### src/rtl/stage_fetch_pkg.sv
// Shared definitions for the fetch stage: datapath width, reset/bubble constants,
// next-PC select encodings and fetch FSM states.
package stage_fetch_pkg;

  localparam int XLEN = 32;

  localparam logic [XLEN-1:0] NOP_INSTR        = 32'h0000_0013;
  localparam logic [XLEN-1:0] RESET_PC_DEFAULT = 32'h4000_0000;

  // 2'b11 is treated as a jump as well
  localparam logic [1:0] PC_PLUS4  = 2'b00;
  localparam logic [1:0] PC_JUMP   = 2'b01;
  localparam logic [1:0] PC_BRANCH = 2'b10;

  typedef enum logic [1:0] {
    FETCH_BOOT  = 2'd0,
    FETCH_RUN   = 2'd1,
    FETCH_STALL = 2'd2
  } fetch_state_t;

  function automatic logic [XLEN-1:0] word_align(input logic [XLEN-1:0] addr);
    return {addr[XLEN-1:2], 2'b00};
  endfunction

endpackage

### src/rtl/stage_fetch_pc_sel.sv
// Next-PC selection: sequential +4 (wrapping) or a decode-supplied jump/branch target.
module fetch_pc_sel
  import stage_fetch_pkg::*;
(
  input  logic [XLEN-1:0] pcF,
  input  logic [1:0]      pc_selD,
  input  logic [XLEN-1:0] branch_result,
  input  logic [XLEN-1:0] jump_result,
  output logic [XLEN-1:0] next_pc
);

  logic [XLEN-1:0] pc_plus4;

  assign pc_plus4 = pcF + 32'd4;

  always_comb begin
    next_pc = pc_plus4;
    case (pc_selD)
      PC_PLUS4:  next_pc = pc_plus4;
      PC_BRANCH: next_pc = branch_result;
      default:   next_pc = jump_result;
    endcase
  end

endmodule

### src/rtl/stage_fetch.sv
// Fetch stage: owns pcF, drives the 1-cycle-latency instruction memory and keeps
// instrD stable across stalls through a hold register.
//
//   state       | meaning
//   ------------+----------------------------------------------------------
//   FETCH_BOOT  | first cycle after reset; RESET_PC read issued, bubble out
//   FETCH_RUN   | imem_rdata is the word at pcF, presented straight to decode
//   FETCH_STALL | memory disabled; decode sees the captured hold_instr
module stage_fetch
  import stage_fetch_pkg::*;
#(
  parameter logic [XLEN-1:0] RESET_PC = RESET_PC_DEFAULT,
  parameter logic [XLEN-1:0] NOP      = NOP_INSTR
) (
  input  logic            clk,
  input  logic            rst,
  input  logic            stallF,
  input  logic            flushD,
  input  logic [1:0]      pc_selD,
  input  logic [XLEN-1:0] branch_result,
  input  logic [XLEN-1:0] jump_result,
  input  logic [XLEN-1:0] imem_rdata,
  output logic [XLEN-1:0] imem_addr,
  output logic            imem_en,
  output logic [XLEN-1:0] instrD,
  output logic [XLEN-1:0] pcD,
  output logic            validD
);

  fetch_state_t    state, state_nxt;
  logic [XLEN-1:0] pcF, pc_nxt;
  logic [XLEN-1:0] hold_instr, hold_nxt;
  logic [XLEN-1:0] next_pc;
  logic [XLEN-1:0] fetch_addr;

  fetch_pc_sel u_pc_sel (
    .pcF           (pcF),
    .pc_selD       (pc_selD),
    .branch_result (branch_result),
    .jump_result   (jump_result),
    .next_pc       (next_pc)
  );

  always_ff @(posedge clk or posedge rst) begin
    if (rst) begin
      state      <= FETCH_BOOT;
      pcF        <= RESET_PC;
      hold_instr <= NOP;
    end else begin
      state      <= state_nxt;
      pcF        <= pc_nxt;
      hold_instr <= hold_nxt;
    end
  end

  always_comb begin
    state_nxt  = state;
    pc_nxt     = pcF;
    hold_nxt   = hold_instr;
    fetch_addr = pcF;
    imem_en    = 1'b1;
    instrD     = NOP;
    pcD        = pcF;
    validD     = 1'b0;

    case (state)
      FETCH_BOOT: begin
        pcD       = RESET_PC;
        state_nxt = FETCH_RUN;
      end

      FETCH_RUN, FETCH_STALL: begin
        instrD = (state == FETCH_RUN) ? imem_rdata : hold_instr;
        validD = 1'b1;
        if (flushD) begin
          // flush beats stall: kill the decode slot and take the redirect now
          instrD     = NOP;
          validD     = 1'b0;
          fetch_addr = next_pc;
          pc_nxt     = next_pc;
          hold_nxt   = NOP;
          state_nxt  = FETCH_RUN;
        end else if (stallF) begin
          imem_en = 1'b0;
          if (state == FETCH_RUN) begin
            hold_nxt  = imem_rdata;
            state_nxt = FETCH_STALL;
          end
        end else begin
          fetch_addr = next_pc;
          pc_nxt     = next_pc;
          state_nxt  = FETCH_RUN;
        end
      end

      default: begin
        state_nxt = FETCH_BOOT;
      end
    endcase
  end

  assign imem_addr = word_align(fetch_addr);

endmodule

### config.mk
export PLATFORM = sky130hd
export DESIGN_NAME = stage_fetch
export DESIGN_NICKNAME = d
export VERILOG_FILES = /design/src/rtl/stage_fetch_pkg.sv /design/src/rtl/stage_fetch_pc_sel.sv /design/src/rtl/stage_fetch.sv
export SDC_FILE = /design/constraint.sdc
export NUM_CORES = 1
export LEC_CHECK = 0
export CORE_MARGIN = 1.5
export CORE_UTILIZATION = 45
export CTS_CLUSTER_SIZE = 8
export DETAILED_ROUTE_END_ITERATION = 7
export HOLD_SLACK_MARGIN = 0.12
export PLACE_DENSITY = 0.87
export SLEW_MARGIN = 20
export SYNTH_ARGS = -nofsm -noshare
export SYNTH_HDL_FRONTEND = slang
export SYNTH_HIERARCHICAL = 1
export SYNTH_SLANG_ARGS = --single-unit
### constraint.sdc
create_clock -name clk -period 6.25 [get_ports clk]
set_clock_uncertainty 0.1 [all_clocks]
set_input_delay 0.625 -clock clk [delete_from_list [all_inputs] [get_ports clk]]
set_output_delay 0.625 -clock clk [all_outputs]
set_load 0.03 [all_outputs]
==> Yosys cells after proc, flatten, opt, wreduce, memory -nomap -nowiden <==
Cells that the tools add are included.
{ "word_totals": {"regBits": 66, "input_bits": 102, "output_inout_bits": 98, "elab_cells": 35} }
{ "classes": {"addsub": 1, "n_eq_ne": 5, "n_mux": 19, "n_reduce_logical": 6} }
{ "ops": {"columns": ["op", "n"], "rows": [
  ["two-way mux 32 bit", 9],
  ["one-hot mux 32 bit (2 select lines)", 1],
  ["adder 32 x 3 -> 32 bit (second input constant)", 1],
  ["two-way mux 2 bit", 3],
  ["two-way mux 1 bit", 5],
  ["== test 2 bit (second input constant)", 2],
  ["logical NOT 2 bit", 2],
  ["!= test 4 bit (second input constant)", 1],
  ["one-hot mux 2 bit (2 select lines)", 1],
  ["AND reduction 2 bit", 2],
  ["== test 2 x 1 -> 1 bit (second input constant)", 1],
  ["!= test 2 x 1 -> 1 bit (second input constant)", 1],
  ["nonzero test 2 bit", 1],
  ["OR reduction 2 bit", 1]
]} }

==> Logic depth before layout (Yosys ltp) <==
{ "depth": {"word_depth": 5, "mapped_depth": 9, "mapped_depth_nobuf": 7} }

==> Hierarchy <==
Netlist, hierarchy kept.
{ "by_module_without_submodules": {"columns": ["mod", "n_inst", "cells_per_inst", "area_per_inst_um2", "seq_area_each_um2"], "rows": [
  ["stage_fetch", 1, 273, 3378.2, 1656.6],
  ["fetch_pc_sel", 1, 191, 1231.2, 0.0]
]} }

==> Least setup slack after synthesis <==
Ideal clock, no wire load.
{ "synth_path": {"path_kind": "reg-to-output", "from": "reg pcF[9]", "to": "out imem_addr[31]", "arrival_ns": 1.981, "t_required_ns": 5.525, "setup_slack_ns": 3.544, "path_stages_with_launch": 7, "n_path_buf": 0, "cell_sequence": "dfrtp_1 -> nand4_2 -> or4_4 -> nor4_4 -> mux2i_1 -> o211ai_1 -> mux2_4"} }
{ "synth_via": {"elab_chain_len": 5} }
{ "synth_rtl": {"columns": ["element", "line_no", "source"], "rows": [
  ["start: declaration", "stage_fetch.sv:31", "logic [XLEN-1:0] pcF, pc_nxt;"],
  ["start signal: assignment", "stage_fetch.sv:51", "pcF <= pc_nxt;"],
  ["adder 32 x 3 -> 32 bit (*)", "stage_fetch_pc_sel.sv:14", "assign pc_plus4 = pcF + 32'd4;"],
  ["one-hot mux 32 bit (2 select lines) (*)", "stage_fetch_pc_sel.sv:18", "case (pc_selD)"],
  ["named net next_pc[31]", "stage_fetch.sv:33", "logic [XLEN-1:0] next_pc;"],
  ["two-way mux 32 bit", "stage_fetch.sv:83", "end else if (stallF) begin"],
  ["two-way mux 32 bit (*)", null, null],
  ["two-way mux 32 bit (*)", "stage_fetch.sv:66", "case (state)"],
  ["end: declaration", "stage_fetch.sv:23", "output logic [XLEN-1:0] imem_addr,"]
]} }
Mark *: on every way through the listed nets, which the timed path passes. The rest lies on a longest branch. The select of a mux whose other input is x is not followed.

==> Worst setup path in the final report <==
{ "layout_path": {"from": "in pc_selD[1]", "to": "out imem_addr[27]"} }
{ "layout_via": {"elab_chain_len": 5, "word_cells_on_any_way": 6, "cone_classes": "1 x eq/ne; 4 x mux; 1 x reduce/logical"} }
{ "layout_rtl": {"columns": ["element", "line_no", "source"], "rows": [
  ["start: declaration", "stage_fetch.sv:19", "input logic [1:0] pc_selD,"],
  ["== test 2 bit or logical NOT 2 bit (tied branches)", "stage_fetch_pc_sel.sv:18", null],
  ["one-hot mux 32 bit (2 select lines) (*)", "stage_fetch_pc_sel.sv:18", null],
  ["named net next_pc[27]", "stage_fetch.sv:33", null],
  ["two-way mux 32 bit", "stage_fetch.sv:83", null],
  ["two-way mux 32 bit (*)", null, null],
  ["two-way mux 32 bit (*)", "stage_fetch.sv:66", null]
]} }
Marks and branches as above.

==> results.md <==
- Minimum setup slack in the final design: 1.69 ns
- Buffer type at the clock tree root: clkbuf_8
- Post-Place Setup Slack: 1.71 ns
- Finished Cell Area: 0.00680 sq mm
- Die H: 104 um
- Total power divided by cell area: 536 mW/mm^2
- Overall power: 3.64 mW
- Worst voltage drop across the vdd grid: 0.463 mV
- CTS sink cnt: 66
- Drt first pass iters: 5
- Iter 0 DRT Violations: 169
- Net switching power: 1.71 mW
- Worst setup path start: pc_selD[1]
- Standard-cell row count: 36
- Worst R2R Start: pcF[6]$_DFF_PP0_
- Fraction of synthesis flops using an asynchronous set or reset pin: 1.00
- Final Hold Slack: 0.397 ns
- Number of distinct library cell variants in the gate-level netlist after synthesis: 57
- Core region area: 0.00986 sq mm
- Overall die area: 0.0109 sq mm
- Post-Syn Instances: 464
- Number of flops mapped to enable cells by yosys: 0
- Die X: 104 um
- Total of flip-flops plus latches after synthesis: 66
- Flip-flop and latch area: 0.00166 sq mm
- Vias: 4297
- Cts repair resizes: 0
- Number of endpoints failing setup at the final stage: 0
- Register clock-pin slew on the reported worst setup and hold paths: 0.06 ns
- Max Clk Rate: 219 MHz
- Number of H-tree levels: 3
- Status: completed
- Routability-driven placement congestion ratio: 0.871
- Share of the clock period used by the worst path: 0.730
- Initial cell density of the core: 0.467
- Number of inserted diodes: 0
- Data required time at the worst endpoint: 5.52 ns
- Global routing usage summed across all routing layers: 0.252
- Area added between synthesis and finish: 47.4%
- Actual slew at the worst max-slew pin: 1.08 ns
- Worst Setup End Kind: primary output
- Final worst path period need: 4.56 ns
- Worst-case clock buffer depth: 2
- Number of antenna violations at the first check in global routing: 0
- Path category of the worst min-delay check: register to register
- Vias in the first global route: 4332
- Post-placement cell area: 0.00658 sq mm
- Post-cts hold buffer count: 0
- Share of post-route cells with drive strength above 1: 0.119
- DP Cell Count: 763
- Final-layout setup total negative slack: 0 ns
- Via/cell ratio: 5.52
- Number of buffers added on ports: 197
- Final Hold Fails: 0
- Sequential cell area fraction in the yosys report: 0.359
- Clock Latency Late Sink: 0.34 ns
- Number of buffers created by CTS: 9
- Share of total power in the clock network: 0.102
- Routed len/inst: 17.8 um
- Seq pwr share: 0.231
- Multi-input logic area: 0.00274 sq mm
- Yosys Warn Count: 6
- Post-Route WL: 13900 um
- Setup CP Type: input pin to primary output
- Global-route wire length before repair: 22000 um
- DRC: 0
- Final ANT Viol Nets: 0
- Total grt overflow: 0
- CTS tree: yes
- Slew Limit Fails: 0
- Layout Nets: 748
- Hold path start: hold_instr[5]$_DFFE_PP0P_
- Main synth FF type: dfrtp_1
- Arrival time at the worst endpoint: 3.84 ns
- CP Max Fanout: 25
- Post-DP HPWL: 10200 um
- Setup fix buffers added after clock tree synthesis: 0
- Maximum number of pins on one net before global-route repair: 38
- Setup repair after global routing missed its margin: false
- Fin cells: 778
- Utilization of the core after routing: 0.689
- Post-Syn Area per Cell: 9.93 sq um
- Int Pwr: 1.94 mW
- Switching power share of the total: 0.468
- Number of inserted filler cells in the final layout: 726
- # Max-Cap Violations: 0
- Top-level port count: 200
- Launching element type of the critical path: input pin
- Comb power frac: 0.667
- Mapped Area: 0.00461 sq mm
- Reported leakage power: 2.85 nW
- Relative max-transition margin: 0.277
critical path: stages:
cell and delay [ns]:
clkdlybuf4s50_1 1.08, nor2b_1 0.94, a22oi_1 0.17, o21ai_0 0.15
mux2_4 0.18, clkdlybuf4s50_1 0.68
power groups by stage:
| stage | clock network [mW] | logic [mW] | registers, mW |
|---|---|---|---|
| detailed placement | 0 | 2.42 | 0.843 |
| finish | 0.370 | 2.43 | 0.842 |
| global placement | 0 | 2.40 | 0.822 |
| CTS | 0.383 | 2.44 | 0.837 |
| global route | 0.398 | 2.55 | 0.868 |
| floorplan | 0 | 1.64 | 0.775 |
worst paths after layout:
check / endpoint / slack [ns] / depth (start not counted)
max: imem_addr[27] / 1.69 / 6
min: hold_instr[5]$_DFFE_PP0P_ / 0.40 / 1
max reg2reg: pcF[31]$_DFF_PP0_ / 3.76 / 6
min reg2reg: hold_instr[5]$_DFFE_PP0P_ / 0.40 / 1
max in group asynchronous: hold_instr[0]$_DFFE_PP1P_ / 4.50 / 3
min in group asynchronous: hold_instr[10]$_DFFE_PP0P_ / 0.60 / 2
synth_stat cells (3+ instances only):
cell	instances	area share
mux2_2	4	0.0098
and3_1	3	0.0041
mux2i_1	38	0.083
o21ai_1	5	0.0054
nor4_1	3	0.0041
ha_1	5	0.014
a21oi_1	12	0.013
inv_1	8	0.0065
nor2_1	40	0.033
a22oi_1	14	0.023
buf_2	8	0.0087
dfstp_2	4	0.023
a22o_1	29	0.055
nand3_1	10	0.011
nand4_1	6	0.0081
xnor2_1	18	0.034
nand2_1	29	0.024
mux2_4	30	0.098
clkbuf_1	14	0.011
o22ai_1	7	0.0095
xor2_1	6	0.011
dfrtp_1	62	0.34
buf_4	3	0.0049
nor2b_1	33	0.045
o22a_1	3	0.0057
nor4_4	4	0.018
o21ai_0	17	0.018
or2_2	3	0.0041
nor3_1	5	0.0054
buf_6	6	0.015
sequential cells by signal, summed over array words and instances (netlist names):
| signal | cells |
|---|---|
| hold_instr | 32 |
| pcF | 32 |
| state | 2 |
cells in the final DEF, fill, tap and decap left out, types with 2 or more instances in the layout:
| master | instances |
|---|---|
| clkdlybuf4s50_1 | 197 |
| dfrtp_1 | 62 |
| nor2_1 | 40 |
| mux2i_1 | 38 |
| nor2b_1 | 33 |
| mux2_4 | 30 |
| a22o_1 | 29 |
| nand2_1 | 29 |
| xnor2_1 | 18 |
| o21ai_0 | 17 |
| a22oi_1 | 14 |
| a21oi_1 | 12 |
| clkbuf_8 | 12 |
| nand3_1 | 10 |
| inv_1 | 7 |
| o22ai_1 | 7 |
| xor2_1 | 6 |
| nand4_1 | 6 |
| nor3_1 | 5 |
| o21ai_1 | 5 |
| mux2_2 | 4 |
| ha_1 | 4 |
| dfstp_2 | 4 |
| nor4_4 | 4 |
| or2_2 | 3 |
| o22a_1 | 3 |
| buf_4 | 3 |
| and3_1 | 3 |
| nor4_1 | 3 |
| and2_1 | 2 |
| nand2b_2 | 2 |
| nand2_4 | 2 |
| conb_1 | 2 |
| or3_1 | 2 |
| nor4_2 | 2 |
| o31ai_1 | 2 |
cell families after synthesis:
kind of cell,share of synthesized area
AO/OA/AOI/OAI,0.146
other,0.000814
AND/OR/NAND/NOR,0.194
flip-flops,0.359
multiplexers,0.190
adder cells (fa/ha/maj),0.0136
XOR/XNOR,0.0456
buffers and inverters,0.0508
area by class of cell:
cell class / count / share of cell area
Tap cell: 133 / 0.0245
Clock inverter: 2 / 0.00516
Sequential cell: 66 / 0.244
Multi-Input combinational cell: 355 / 0.403
Inverter: 9 / 0.00497
Timing Repair Buffer: 200 / 0.293
Clock buffer: 13 / 0.0249
per-layer routing:
layer	vias up	part of all wire	GRT usage
met5	-	0	0
met4	0	0.0082	0.0744
met3	12	0.082	0.0727
met2	190	0.48	0.424
met1	2081	0.43	0.314
li1	2014	-	-
Note: power is estimated with default switching activity, not from simulation.
